$ cat src/rtl/nn_mm_arbiter_pkg.sv
// Shared definitions for the NeuralNetwork memory-mapped port arbiter.
package nn_mm_arbiter_pkg;

    localparam int MM_DEPTH = 17;
    localparam int MM_SIZE  = 16;

    typedef struct packed {
        logic                write;
        logic                lock;
        logic [MM_DEPTH-1:0] addr;
        logic [MM_SIZE-1:0]  wdata;
    } mm_req_t;

    typedef enum logic {
        UNLOCKED = 1'b0,
        LOCKED   = 1'b1
    } arb_lock_e;

    // Lock FSM register, kept as one struct so the whole state is visible as a single signal.
    typedef struct packed {
        arb_lock_e state;
        logic      owner;
    } lock_state_t;

endpackage

$ cat src/rtl/nn_mm_arbiter_rr.sv
// Two-way round-robin grant with a pointer register and a lock override.
module rr_arbiter2 (
    input  logic       clk,
    input  logic       rst_n,
    input  logic [1:0] valid_i,
    input  logic       busy_i,
    input  logic       lock_i,
    input  logic       owner_i,
    input  logic       release_i,
    output logic [1:0] grant_o
);

    logic ptr_q, ptr_d;

    always_comb begin
        grant_o = 2'b00;
        if (!busy_i) begin
            if (lock_i) begin
                grant_o[owner_i] = valid_i[owner_i];
            end else if (valid_i == 2'b11) begin
                grant_o[ptr_q] = 1'b1;
            end else begin
                grant_o = valid_i;
            end
        end
    end

    // Pointer favours the requester that was not just served; a timed-out lock hands over too.
    always_comb begin
        ptr_d = ptr_q;
        if (grant_o[0]) begin
            ptr_d = 1'b1;
        end else if (grant_o[1]) begin
            ptr_d = 1'b0;
        end else if (release_i) begin
            ptr_d = ~owner_i;
        end
    end

    always_ff @(posedge clk or negedge rst_n) begin
        if (!rst_n) begin
            ptr_q <= 1'b0;
        end else begin
            ptr_q <= ptr_d;
        end
    end

endmodule

$ cat src/rtl/nn_mm_arbiter.sv
// Shares the NeuralNetwork memory-mapped port between a host bridge (0) and a loader (1).
// Handshake: a beat on requester g transfers in the cycle where req_valid[g] && req_ready[g].
module nn_mm_arbiter
    import nn_mm_arbiter_pkg::*;
#(
    parameter int ADDR_W       = MM_DEPTH,
    parameter int DATA_W       = MM_SIZE,
    parameter int LOCK_TIMEOUT = 16
) (
    input  logic                clk,
    input  logic                reset,
    input  logic [1:0]          req_valid,
    input  logic [1:0]          req_write,
    input  logic [1:0]          req_lock,
    input  logic [2*ADDR_W-1:0] req_addr,
    input  logic [2*DATA_W-1:0] req_wdata,
    output logic [1:0]          req_ready,
    output logic [1:0]          rsp_valid,
    output logic [DATA_W-1:0]   rsp_data,
    input  logic                nn_busy,
    output logic                nn_write_enable,
    output logic [ADDR_W-1:0]   nn_write_addr,
    output logic [DATA_W-1:0]   nn_write_data,
    output logic [ADDR_W-1:0]   nn_read_addr,
    input  logic [DATA_W-1:0]   nn_read_data
);

    localparam int CNT_W = $clog2(LOCK_TIMEOUT + 1);

    lock_state_t lock_q, lock_d;
    logic [CNT_W-1:0] cnt_q, cnt_d;
    logic             timeout_rel;

    logic [1:0]        grant;
    logic              accept;
    logic              gidx;
    logic              sel_write;
    logic              sel_lock;
    logic [ADDR_W-1:0] sel_addr;
    logic [DATA_W-1:0] sel_wdata;

    logic              wr_en_q;
    logic [ADDR_W-1:0] waddr_q;
    logic [DATA_W-1:0] wdata_q;
    logic [ADDR_W-1:0] raddr_q;
    logic [1:0]        rd_pend_q;
    logic [1:0]        rsp_valid_q;

    rr_arbiter2 u_rr (
        .clk       (clk),
        .rst_n     (reset),
        .valid_i   (req_valid),
        .busy_i    (nn_busy),
        .lock_i    (lock_q.state == LOCKED),
        .owner_i   (lock_q.owner),
        .release_i (timeout_rel),
        .grant_o   (grant)
    );

    assign accept    = |grant;
    assign gidx      = grant[1];
    assign sel_write = req_write[gidx];
    assign sel_lock  = req_lock[gidx];
    assign sel_addr  = gidx ? req_addr[2*ADDR_W-1:ADDR_W]  : req_addr[ADDR_W-1:0];
    assign sel_wdata = gidx ? req_wdata[2*DATA_W-1:DATA_W] : req_wdata[DATA_W-1:0];

    // Ready is combinational, so force it low while reset is asserted.
    assign req_ready = grant & {2{reset}};

    always_comb begin
        lock_d      = lock_q;
        cnt_d       = cnt_q;
        timeout_rel = 1'b0;
        if (accept) begin
            cnt_d = '0;
            if (sel_lock) begin
                lock_d.state = LOCKED;
                lock_d.owner = gidx;
            end else begin
                lock_d.state = UNLOCKED;
            end
        end else if (lock_q.state == LOCKED) begin
            // Idle cycles while locked count toward release, busy cycles included.
            if (cnt_q == CNT_W'(LOCK_TIMEOUT - 1)) begin
                lock_d.state = UNLOCKED;
                cnt_d        = '0;
                timeout_rel  = 1'b1;
            end else begin
                cnt_d = cnt_q + CNT_W'(1);
            end
        end
    end

    always_ff @(posedge clk or negedge reset) begin
        if (!reset) begin
            lock_q <= '{state: UNLOCKED, owner: 1'b0};
            cnt_q  <= '0;
        end else begin
            lock_q <= lock_d;
            cnt_q  <= cnt_d;
        end
    end

    always_ff @(posedge clk or negedge reset) begin
        if (!reset) begin
            wr_en_q     <= 1'b0;
            waddr_q     <= '0;
            wdata_q     <= '0;
            raddr_q     <= '0;
            rd_pend_q   <= 2'b00;
            rsp_valid_q <= 2'b00;
        end else begin
            wr_en_q <= accept && sel_write;
            if (accept && sel_write) begin
                waddr_q <= sel_addr;
                wdata_q <= sel_wdata;
            end
            if (accept && !sel_write) begin
                raddr_q <= sel_addr;
            end
            // Read data arrives one cycle after the address, so the tag trails by two stages.
            rd_pend_q   <= (accept && !sel_write) ? grant : 2'b00;
            rsp_valid_q <= rd_pend_q;
        end
    end

    assign nn_write_enable = wr_en_q;
    assign nn_write_addr   = waddr_q;
    assign nn_write_data   = wdata_q;
    assign nn_read_addr    = raddr_q;
    assign rsp_valid       = rsp_valid_q;
    assign rsp_data        = (|rsp_valid_q) ? nn_read_data : '0;

endmodule

$ cat config.mk
export PLATFORM = sky130hd
export DESIGN_NAME = nn_mm_arbiter
export DESIGN_NICKNAME = d
export VERILOG_FILES = /design/src/rtl/nn_mm_arbiter_pkg.sv /design/src/rtl/nn_mm_arbiter_rr.sv /design/src/rtl/nn_mm_arbiter.sv
export SDC_FILE = /design/constraint.sdc
export NUM_CORES = 1
export LEC_CHECK = 0
export CAP_MARGIN = 20
export CORE_MARGIN = 2
export CORE_UTILIZATION = 41
export CTS_BUF_LIST = sky130_fd_sc_hd__clkbuf_4
export CTS_CLUSTER_DIAMETER = 40
export DETAILED_ROUTE_END_ITERATION = 7
export GPL_ROUTABILITY_DRIVEN = 1
export PLACE_DENSITY_LB_ADDON = 0.15
export SLEW_MARGIN = 20
export SYNTH_ARGS = -nofsm -noshare
export SYNTH_HDL_FRONTEND = slang
export SYNTH_SLANG_ARGS = --single-unit
$ cat constraint.sdc
create_clock -name clk -period 2.64 [get_ports clk]
set_input_delay 0.528 -clock clk [delete_from_list [all_inputs] [get_ports clk]]
set_output_delay 0.528 -clock clk [all_outputs]
set_load 0.02 [all_outputs]
Yosys cells after proc, flatten, opt, wreduce, memory -nomap -nowiden:

Cells that the tools add are included.

* output and inout port bits: 71
* flip-flop bits (word level): 63
* logic and storage cells: 61
* input bits: 91

* magnitude comparators: 5
* mux-type cells: 30
* add/subtract/negate cells: 1
* equal/unequal tests: 2
* bitwise gates (word level): 3
* reductions and logical operators: 10

Operators with widths (count)
* 16-bit 2-to-1 mux: 2
* 1-bit 2-to-1 mux: 18
* 17-bit 2-to-1 mux: 1
* 5-bit 2-to-1 mux: 3
* 2-bit 2-to-1 mux: 4
* 1-bit by 2-bit less-than comparator with 1-bit output, second input constant: 3
* 5-bit by 1-bit adder with 5-bit output, second input constant: 1
* 5-bit by 4-bit equality test with 1-bit output, second input constant: 1
* 2-bit AND: 2
* 1-bit logical AND: 4
* 2-bit OR reduction: 2
* 3-bit nonzero test: 1
* 1-bit demux with 1-bit select: 2
* 2-bit equality test, second input constant: 1
* 1-bit >= comparator, second input constant: 2
* 2-bit AND reduction: 1
* 2-bit nonzero test: 1
* 1-bit logical NOT: 1
* 1-bit inverter: 1

Longest topological paths before layout:

Gate-level depths: netlist of the first run.

* depth after elaboration: 12
* mapped depth: 7
* mapped depth without buffers: 4

Modules after synthesis:

A second synthesis of the first run with hierarchy kept.

* cells, all modules: 225
* area, all modules: 3215.6 um^2

By module, submodules not included
* nn_mm_arbiter: cells an instance 214, instances 1, area each 3119.2 um^2, seq. area each 1551.5 um^2
* rr_arbiter2: cells an instance 11, instances 1, area each 96.3 um^2, seq. area each 25.0 um^2

Least setup slack after synthesis of the first run:

No wires, ideal clock.

* path kind: in2reg
* start: input port req_valid[0]
* end: register waddr_q[0], in the netlist nn_write_addr[0]
* data required time: 2.515 ns
* setup time: 0.125 ns
* setup slack: 0.669 ns
* path buffers: 1
* data arrival time: 1.846 ns
* stages on the path: 5
* cells stage by stage: or3b_4 nand3_2 buf_4 mux2_2 mux2_2

* longest elaborated chain between the ends: 8
* elaborated cells on any way between the ends: 12
* classes of those cells: eq/ne (1); mux (8); bitwise (1); reduce/logical (2)

Ends and longest elaborated chain
* start: declaration: line nn_mm_arbiter.sv:12 `input logic [1:0] req_valid,`
* 1-bit 2-to-1 mux (not written as such) (2 in series): line nn_mm_arbiter_rr.sv:19 `grant_o[owner_i] = valid_i[owner_i];`
* 2-bit AND (no line)
* 2-bit 2-to-1 mux (*): line nn_mm_arbiter_rr.sv:18 `if (lock_i) begin`
* 2-bit 2-to-1 mux (*): line nn_mm_arbiter_rr.sv:17 `if (!busy_i) begin`
* 1-bit 2-to-1 mux (not written as such) (2 in series): line nn_mm_arbiter.sv:62 `assign sel_write = req_write[gidx];`
* 1-bit logical AND: line nn_mm_arbiter.sv:114 `if (accept && sel_write) begin`
* end signal: assignment: line nn_mm_arbiter.sv:115 `waddr_q <= sel_addr;`
* end: declaration: line nn_mm_arbiter.sv:43 `logic [ADDR_W-1:0] waddr_q;`

Mark *: on every way between the ends. The rest lies on a longest branch, timed or not. The select of a mux whose other input is x is not followed.
A chain may end at the register's enable or synchronous reset.

Final worst setup path of the first run:

* start: register rsp_valid_q[1], in the netlist rsp_valid[1]
* end: output port rsp_data[14]

* longest elaborated chain between the ends: 2

Ends and longest elaborated chain
* start: declaration: line nn_mm_arbiter.sv:47 `logic [1:0] rsp_valid_q;`
* start signal: assignment: line nn_mm_arbiter.sv:123 `rsp_valid_q <= rd_pend_q;`
* 2-bit OR reduction: line nn_mm_arbiter.sv:132 `assign rsp_data = (|rsp_valid_q) ? nn_read_data : '0;`
* 16-bit 2-to-1 mux: line nn_mm_arbiter.sv:132
* end: declaration: line nn_mm_arbiter.sv:19 `output logic [DATA_W-1:0] rsp_data,`

No other way between the ends.

==> run_results.csv, run 1 <==
group,metric,value,unit
flow_run,maxCapViolations,0,
pwr,power.density,959,nW/um^2
timing,drv_slew,0,
final_layout,areaGrowthSynthToFinish,63.6,%
final_layout,fin_area,5020,sq um
critical_path,arrival,1.93,ns
final_layout,final_common_cell,"clkdlybuf4s50_1",
grt,grt_antenna_before_repair,0,
floorplanning,top_level_ports,162,
placement,gp_congestion,0.763,
timing,fin_crit,2.46,ns
grt,grt.total_usage,0.194,
floorplanning,placementRows,31,
drt,vias,2392,
clock_tree,clkTransAtPathRegs,0.11,ns
drt,vias_per_cell,4.80,
floorplanning,die_w,90.5,um
critical_path,critPathLaunchType,"flip-flop",
clock_tree,clk_latency,0.39,ns
placement,port_buffers,161,
final_layout,final_cells,498,
floorplanning,fp.dieH,90.5,um
floorplanning,dieArea,8200,sq um
critical_path,r2r_end,"nn_write_addr[6]$_DFFE_PN0P_",
final_layout,fin_nets,486,
critical_path,critPathLaunch,"rsp_valid[1]$_DFF_PN0_",
clock_tree,cts-root-buf,"clkbuf_4",
final_layout,final_cell_mix,"clkdlybuf4s50_1, mux2_2, dfrtp_1, nor2b_1, mux2_4",
yosys,syn_nets,313,
grt,grt.overflow.total,0,
critical_path,path_max_fanout,16,
drt,wl_per_cell,15.4,um
pwr,p_leak,2.10,nW
timing,setup_tns,0,ns
final_layout,drive_above_1_share,0.298,
critical_path,reg2reg_depth,5,
timing,finClkSkew,0.0106,ns
drt,wirelength,7650,um
grt,grt_pass1_vias,2514,
timing,setup_viol,0,
timing,fin_crit_sh,0.931,
timing,rsz0062_at_grt,"no",
timing,fin_ws,0.182,ns
yosys,synth_seq_cells,63,
placement,dp.cells,482,
yosys,synth_edf_count,0,
critical_path,critical_path.slowest_cell,"clkdlybuf4s50_1",
drt,drcViolationCount,0,
critical_path,r2r_start,"lock_q[1]$_DFF_PN0_",
yosys,synth_seq_area_share,0.513,
grt,grt_max_degree,64,
placement,place_ws,-0.142,ns
placement,dpl-instance-area,4860,sq um
final_layout,final_util,0.693,
grt,grt_pass1_wl,12500,um
clock_tree,numCtsBuffers,9,
clock_tree,ctsHoldBuffers,0,
yosys,avgSynthCellArea,13.9,sq um
yosys,synthDistinctLibCells,39,
min_path,hold_path.class,"in -> async",
drt,firstDrtPassIters,4,
critical_path,criticalPathCategory,"reg -> out",
yosys,syn_area,3070,sq um
yosys,synthFlopType,"dfrtp_1",
critical_path,slowest_delay,0.56,ns
timing,slew_headroom,0.470,
critical_path,cp_cell_sequence,"nor2_2 -> nor2b_1 -> clkdlybuf4s50_1",
run_status,status,"complete, no violations",
pwr,irDropWorstVdd,0.446,mV
critical_path,cp.required,2.11,ns
final_layout,antenna_cells,0,
timing,hold_viol,0,
placement,post-dp-hpwl,5770,um
clock_tree,clkSinkCount,63,
drt,drt_iter0_drc,75,
floorplanning,coreArea,7250,sq um
clock_tree,cts_tree,"yes",
critical_path,crit_path_end_kind,"primary output",
timing,max_freq,0.407,GHz
clock_tree,clk_path_buf_depth,2,
clock_tree,h-tree-depth,3,
yosys,synthArstFlopShare,1.00,
yosys,syn_inst,221,
timing,worstMarginPinSlew,0.795,ns
critical_path,r2r_slack,0.62,ns
yosys,ys_warn_count,0,
floorplanning,start_util,0.423,
drt,antenna_left,0,
-- flip-flops by register name, indices dropped and copies added, names as in the netlist --
signal and count:
cnt_q 5, lock_q 2, nn_read_addr 17, nn_write_addr 17, nn_write_data 16, nn_write_enable 1, rd_pend_q 2, rsp_valid 2
u_rr.ptr_q 1
-- cells in the mapped netlist (all sizes together) (2+ instances only) --
| library cell | instances | share of area |
|---|---|---|
| mux2 | 84 | 0.32 |
| dfrtp | 63 | 0.51 |
| nor2b | 17 | 0.035 |
| buf | 9 | 0.029 |
| nand2 | 5 | 0.0061 |
| nand3 | 5 | 0.0098 |
| o21ai | 4 | 0.0065 |
| and2 | 3 | 0.0061 |
| inv | 3 | 0.0037 |
| nor2 | 3 | 0.0037 |
| a21oi | 2 | 0.0045 |
| and3 | 2 | 0.0041 |
| nand2b | 2 | 0.0041 |
| nand4 | 2 | 0.0061 |
-- metrics by stage --
| step | hold WS (ns) | power (W) |
|---|---|---|
| 3_5_place_dp | 0.335 | 0.00418 |
| 5_1_grt | 0.374 | 0.00507 |
| 2_1_floorplan | 0.232 | 0.00293 |
| 3_3_place_gp | 0.331 | 0.00411 |
| 6_report | 0.312 | 0.00482 |
| 4_1_cts | 0.327 | 0.00487 |
-- worst max-delay path: cells and delay by family, from the launching register on --
kind | cells | cell delay, ns
buf+inv | 1 | 0.56
flops | 1 | 0.40
simple gates | 2 | 0.57
-- repair_timing --
action	4_1_cts	5_1_grt
endpoints found under the setup margin	18	1
pin swaps	1	0
hold endpoints to repair	0	0
gates resized for setup	6	2
setup buffers	0	0
-- logic make-up (layout without fill, tap and decap cells) --
| kind of cell | Yosys count | after routing | share of synthesized area |
|---|---|---|---|
| AOI/OAI and AO/OA | 13 | 13 | 0.0318 |
| xor gates and xnor gates | 2 | 2 | 0.00571 |
| adders and majority gates | 1 | 1 | 0.00407 |
| buffers and inverters | 13 | 191 | 0.0338 |
| DFF | 63 | 63 | 0.513 |
| muxes | 85 | 85 | 0.324 |
| and+or+nand+nor | 44 | 44 | 0.0876 |
-- how the worst max path moves through the flow --
stage                                   endpoint  slack, ns  cells past startpoint
floorplan           nn_write_addr[0]$_DFFE_PN0P_       0.67                      5
CTS                                 req_ready[0]       0.05                      5
finish                              rsp_data[14]       0.18                      3
global route                        rsp_data[14]      0.006                      3
global placement                    req_ready[1]      -0.02                      5
detailed placement                  req_ready[1]      -0.14                      5
-- power breakdown --
group	switching, W	total [W]	internal (W)	leakage [nW]
clock network	0.000375	0.000664	0.000290	0.0723
registers	0.000259	0.00166	0.00140	0.758
logic	0.00110	0.00250	0.00140	1.27
-- routing by layer --
layer / vias up / global-route usage / wire (um)
met5: - / 0 / 0
met4: 0 / 0.0872 / 168
met3: 15 / 0.0559 / 530
met2: 94 / 0.323 / 3810
met1: 1156 / 0.233 / 3140
li1: 1127 / - / -
-- area by class of cell --
class	instances	area, sq um
inverters	3	11.3
repair buffers	172	1750
well taps	99	124
fillers	566	2230
clock buffers	9	67.6
clock inverters	7	72.6
flip-flops and latches	63	1580
multi-input cells	145	1420
Power figures use the tool's default switching activity.
==> run 2: changes to the inputs <==
Settings changed: CORE_UTILIZATION 41 to 40, CTS_BUF_LIST sky130_fd_sc_hd__clkbuf_4 to default.
==> run 2 against run 1 <==
Worst setup slack gained 0.040 ns. Critical path type is now in -> out. Die area grew 2.4%. Highest routed layer unchanged. Clock-buffer cell count is the same. Global-route usage shrank 1.6 points. Clock skew shrank 0.0039 ns. Largest power group unchanged. Largest cell class unchanged.
==> run_results.csv, run 2 (synthesis gave the netlist of run 1 again) <==
group,metric,value,unit
run_status,status,"complete, no violations",
drt,vias,2390,
final_layout,drive_above_1_share,0.293,
timing,slew_headroom,0.480,
clock_tree,h-tree-depth,3,
pwr,p_comb_frac,0.483,
pwr,irDropWorstVdd,0.473,mV
flow_run,maxCapViolations,0,
pwr,p_total,0.00513,W
critical_path,path_max_fanout,4,
timing,setup_tns,0,ns
drt,vias_per_cell,4.79,
final_layout,final_common_cell,"clkdlybuf4s50_1",
clock_tree,cts-root-buf,"clkbuf_8",
critical_path,critPathLaunchType,"input port",
drt,firstDrtPassIters,4,
grt,grt_pass1_vias,2387,
floorplanning,start_util,0.419,
final_layout,final_cell_mix,"clkdlybuf4s50_1, mux2_2, dfrtp_1, nor2b_1, mux2_4",
final_layout,areaGrowthSynthToFinish,66.7,%
clock_tree,clkSinkCount,63,
timing,worstMarginPinSlew,0.780,ns
floorplanning,top_level_ports,162,
grt,grt_max_degree,64,
timing,fin_crit_sh,0.916,
timing,fin_crit,2.42,ns
clock_tree,clkTransAtPathRegs,0.07,ns
pwr,seqPwrFrac,0.321,
final_layout,final_util,0.698,
floorplanning,fp.dieH,91.6,um
pwr,intPower,0.00342,W
grt,grt.overflow.total,0,
clock_tree,clk_latency,0.33,ns
grt,grt_pass1_wl,11800,um
timing,whs,0.351,ns
clock_tree,cts_tree,"yes",
critical_path,criticalPathCategory,"in -> out",
placement,dpl-instance-area,4870,sq um
floorplanning,placementRows,31,
timing,hold_viol,0,
floorplanning,die_w,91.6,um
min_path,hold_path.class,"reg -> reg",
drt,antenna_left,0,
drt,wl_per_cell,14.9,um
pwr,power.net_switching,0.00171,W
critical_path,arrival,1.89,ns
final_layout,antenna_cells,0,
final_layout,fin_area,5120,sq um
pwr,p_clk_frac,0.196,
drt,drcViolationCount,0,
pwr,p_leak,2.15,nW
final_layout,fin_nets,487,
timing,setup_viol,0,
drt,drt_iter0_drc,61,
clock_tree,numCtsBuffers,9,
placement,gp_congestion,0.756,
timing,rsz0062_at_grt,"no",
placement,port_buffers,161,
floorplanning,dieArea,8390,sq um
final_layout,fillers,518,
timing,finClkSkew,0.00669,ns
placement,post-dp-hpwl,5720,um
drt,wirelength,7440,um
clock_tree,post_cts.repair.setup_buffers,0,
grt,grt.total_usage,0.178,
timing,drv_slew,0,
critical_path,crit_path_end_kind,"primary output",
floorplanning,coreArea,7330,sq um
clock_tree,clk_path_buf_depth,2,
timing,max_freq,0.413,GHz
pwr,power.density,1000,nW/um^2
critical_path,cp.required,2.11,ns
pwr,netSwitchingFraction,0.334,
grt,grt_antenna_before_repair,0,
==> run 2: changes by cell type in the layout (fill, tap and decap cells not counted), moves of 2 or more <==
cell,delta
clkbuf_4,-9
clkbuf_8,+9
bufinv_16,+2
clkinv_4,+2
clkinvlp_4,-2
==> run 2: final cells by class <==
cell class / count / area, sq um / share of cell area
clock inverters: 7 / 121 / 0.0237
well taps: 99 / 124 / 0.0242
clock buffers: 9 / 124 / 0.0242
inverters: 3 / 11.3 / 0.00220
flip-flops and latches: 63 / 1580 / 0.308
repair buffers: 173 / 1760 / 0.344
multi-input cells: 145 / 1400 / 0.274
==> run 2: worst max-delay path: stages <==
cell and delay [ns]:
clkdlybuf4s50_1 0.52, nor3b_1 0.27, nor3_1 0.10, and2_1 0.16, dlygate4sd2_1 0.31
==> run 2: power groups by stage <==
stage | combinational [W] | clock, W | sequential [W]
floorplan | 0.000801 | 0 | 0.00213
global placement | 0.00247 | 0 | 0.00165
detailed placement | 0.00250 | 0 | 0.00167
CTS | 0.00251 | 0.00104 | 0.00165
global route | 0.00262 | 0.00108 | 0.00170
finish | 0.00248 | 0.00101 | 0.00165
==> run 2: routing by layer <==
layer | GRT usage | routed length [um] | up-vias
li1 | - | - | 1134
met1 | 0.230 | 3170 | 1131
met2 | 0.279 | 3440 | 116
met3 | 0.0583 | 725 | 9
met4 | 0.0657 | 103 | 0
met5 | 0 | 0 | -
==> run 2: path summary, 6_finish.rpt <==
check	from	endpoint	slack, ns	cells after the start
max in group asynchronous	reset	lock_q[1]$_DFF_PN0_	1.69	2
setup reg to reg	lock_q[1]$_DFF_PN0_	nn_write_addr[6]$_DFFE_PN0P_	0.64	5
min in group asynchronous	reset	nn_read_addr[2]$_DFFE_PN0N_	0.41	2
hold / removal	rd_pend_q[0]$_DFF_PN0_	rsp_valid[0]$_DFF_PN0_	0.35	0
setup / recovery	req_valid[0]	req_ready[1]	0.22	5
hold reg to reg	rd_pend_q[0]$_DFF_PN0_	rsp_valid[0]$_DFF_PN0_	0.35	0
==> run 2: repair_timing <==
action	CTS	global route
gates resized for setup	2	2
hold buffers	0	0
setup endpoints to repair	17	1
==> run 2: stage by stage <==
step                      setup slack, ns  instances
after floorplan                     0.669        221
after global placement             0.0162        483
after detailed placement          -0.0312        483
after CTS                          0.0290        499
after global routing                0.113        499
final                               0.221        499
==> run 3: changes to the inputs <==
Settings changed: CORE_MARGIN 2 to default, GPL_TIMING_DRIVEN from default to 0.
==> run 3 against run 2 <==
Sequential power about the same. Hold slack worse by 0.22 ns. Critical path depth decreased by 1. Sequential share of layout area grew 0.34 points. Via count is 0.29% lower. Register-to-register slack got worse by 0.22 ns. Routed wire length increased by 0.17%. Worst setup slack lost 0.050 ns. Clock power fell by 6%. Power shrank 1.6%. Clock skew is essentially flat. Flip-flop and latch count is the same. Critical path type is now reg -> out. Critical endpoint is now rsp_data[13].
==> run_results.csv, run 3 (synthesis gave the netlist of run 1 again) <==
group,metric,value,unit
drt,drt_iter0_drc,76,
critical_path,criticalPathCategory,"reg -> out",
timing,worstMarginPinSlew,0.532,ns
final_layout,fin_nets,486,
clock_tree,clk_latency,0.33,ns
clock_tree,cts-root-buf,"clkbuf_8",
placement,dp.cells,482,
timing,finClkSkew,0.00647,ns
final_layout,areaGrowthSynthToFinish,64.8,%
timing,hold_viol,0,
timing,setup_tns,0,ns
critical_path,cp_cell_sequence,"nor2_1 -> clkbuf_2 -> nor2b_1 -> clkdlybuf4s50_1",
final_layout,fillers,529,
pwr,p_leak,2.11,nW
grt,grt.total_usage,0.189,
clock_tree,clkSinkCount,63,
drt,vias_per_cell,4.79,
timing,fin_crit_sh,0.935,
timing,fin_crit,2.47,ns
critical_path,critPathLaunch,"rsp_valid[1]$_DFF_PN0_",
floorplanning,die_w,89.6,um
drt,wl_per_cell,15.0,um
floorplanning,fp.dieH,89.6,um
flow_run,maxCapViolations,0,
clock_tree,post_cts.repair.setup_buffers,0,
clock_tree,clkTransAtPathRegs,0.07,ns
timing,max_freq,0.405,GHz
final_layout,final_cell_mix,"clkdlybuf4s50_1, mux2_2, dfrtp_1, nor2b_1, clkbuf_8",
pwr,irDropWorstVdd,0.506,mV
clock_tree,h-tree-depth,3,
critical_path,critPathLaunchType,"flip-flop",
final_layout,final_common_cell,"clkdlybuf4s50_1",
critical_path,crit_path_end_kind,"primary output",
grt,grt_pass1_vias,2322,
timing,drv_slew,0,
drt,drcViolationCount,0,
final_layout,regArea,1580,sq um
floorplanning,start_util,0.419,
drt,firstDrtPassIters,4,
floorplanning,coreArea,7330,sq um
critical_path,r2r_start,"lock_q[1]$_DFF_PN0_",
critical_path,cp.required,2.11,ns
final_layout,drive_above_1_share,0.288,
critical_path,arrival,1.94,ns
placement,port_buffers,161,
drt,antenna_left,0,
placement,dpl-instance-area,4820,sq um
final_layout,fin_area,5060,sq um
final_layout,antenna_cells,0,
placement,post-dp-hpwl,5860,um
grt,grt_max_degree,36,
critical_path,slowest_delay,0.54,ns
grt,grt_pass1_wl,11200,um
drt,vias,2383,
critical_path,critical_path.slowest_cell,"clkdlybuf4s50_1",
floorplanning,top_level_ports,162,
min_path,hold_path.class,"in -> async",
pwr,power.density,998,nW/um^2
floorplanning,dieArea,8030,sq um
floorplanning,placementRows,31,
placement,gp_congestion,0.756,
clock_tree,numCtsBuffers,9,
critical_path,cp_top_family,"buffers and inverters",
grt,grt.overflow.total,0,
final_layout,multi_input_area,1400,sq um
run_status,status,"complete, no violations",
critical_path,crit_buf_inv,2,
clock_tree,clk_path_buf_depth,2,
timing,whs,0.130,ns
timing,setup_viol,0,
critical_path,path_max_fanout,10,
timing,slew_headroom,0.645,
drt,wirelength,7450,um
grt,grt_antenna_before_repair,0,
final_layout,final_cells,498,
clock_tree,cts_tree,"yes",
==> run 3: changes by cell type in the layout (fill, tap and decap cells not counted), moves of 2 or more <==
cell,change
clkbuf_8,+2
clkinvlp_4,+2
clkinv_4,-3
buf_6,+3
buf_4,-2
buf_12,-3
==> run 3: what timing repair did <==
| item | 4_1_cts | 5_1_grt |
|---|---|---|
| resized for setup | 3 | 2 |
| cloned | 0 | 0 |
| setup endpoints to repair | 2 | 10 |
| hold buffers | 0 | 0 |
==> run 3: stage by stage <==
| step | worst slack (ns) | power [W] | util |
|---|---|---|---|
| detailed placement | -0.142 | 0.00414 | 0.658 |
| floorplan | 0.669 | 0.00293 | - |
| CTS | 0.0101 | 0.00511 | 0.690 |
| global route | -0.00670 | 0.00534 | 0.690 |
| global placement | -1.99 | 0.00408 | 0.656 |
| finish | 0.171 | 0.00505 | 0.690 |
==> run 3: worst paths after layout <==
check                                                     to  slack, ns  cells after the start
worst max-delay path                            rsp_data[13]       0.17                      4
max in group asynchronous              lock_q[0]$_DFFE_PN0P_       1.99                      2
worst min-delay path            nn_read_addr[13]$_DFFE_PN0N_       0.13                      1
min in group clk                      rsp_valid[0]$_DFF_PN0_       0.35                      0
worst min register to register        rsp_valid[0]$_DFF_PN0_       0.35                      0
worst max register to register  nn_write_addr[1]$_DFFE_PN0P_       0.42                      6
==> run 3: per-layer routing <==
layer | up-vias | share of wire | routed length, um | global-route usage
met1 | 1140 | 0.43 | 3190 | 0.231
met2 | 109 | 0.46 | 3410 | 0.304
met3 | 7 | 0.10 | 768 | 0.0667
met5 | - | 0 | 0 | 0
li1 | 1127 | - | - | -
met4 | 0 | 0.011 | 82 | 0.0779
==> run 3: where the power goes <==
group          internal [W]  leakage (nW)  switching, W
Combinational       0.00137          1.24       0.00110
Clock              0.000581         0.112      0.000364
Sequential          0.00140         0.759      0.000229
Total               0.00335          2.11       0.00170
==> run 3: area by class of cell <==
type,count,area share
timing repair buffer,162,0.322
sequential,63,0.312
multi-input combinational,145,0.276
clock buffer,11,0.0299
tap,99,0.0245
buffer,10,0.0186
clock inverter,5,0.0158
inverter,3,0.00223
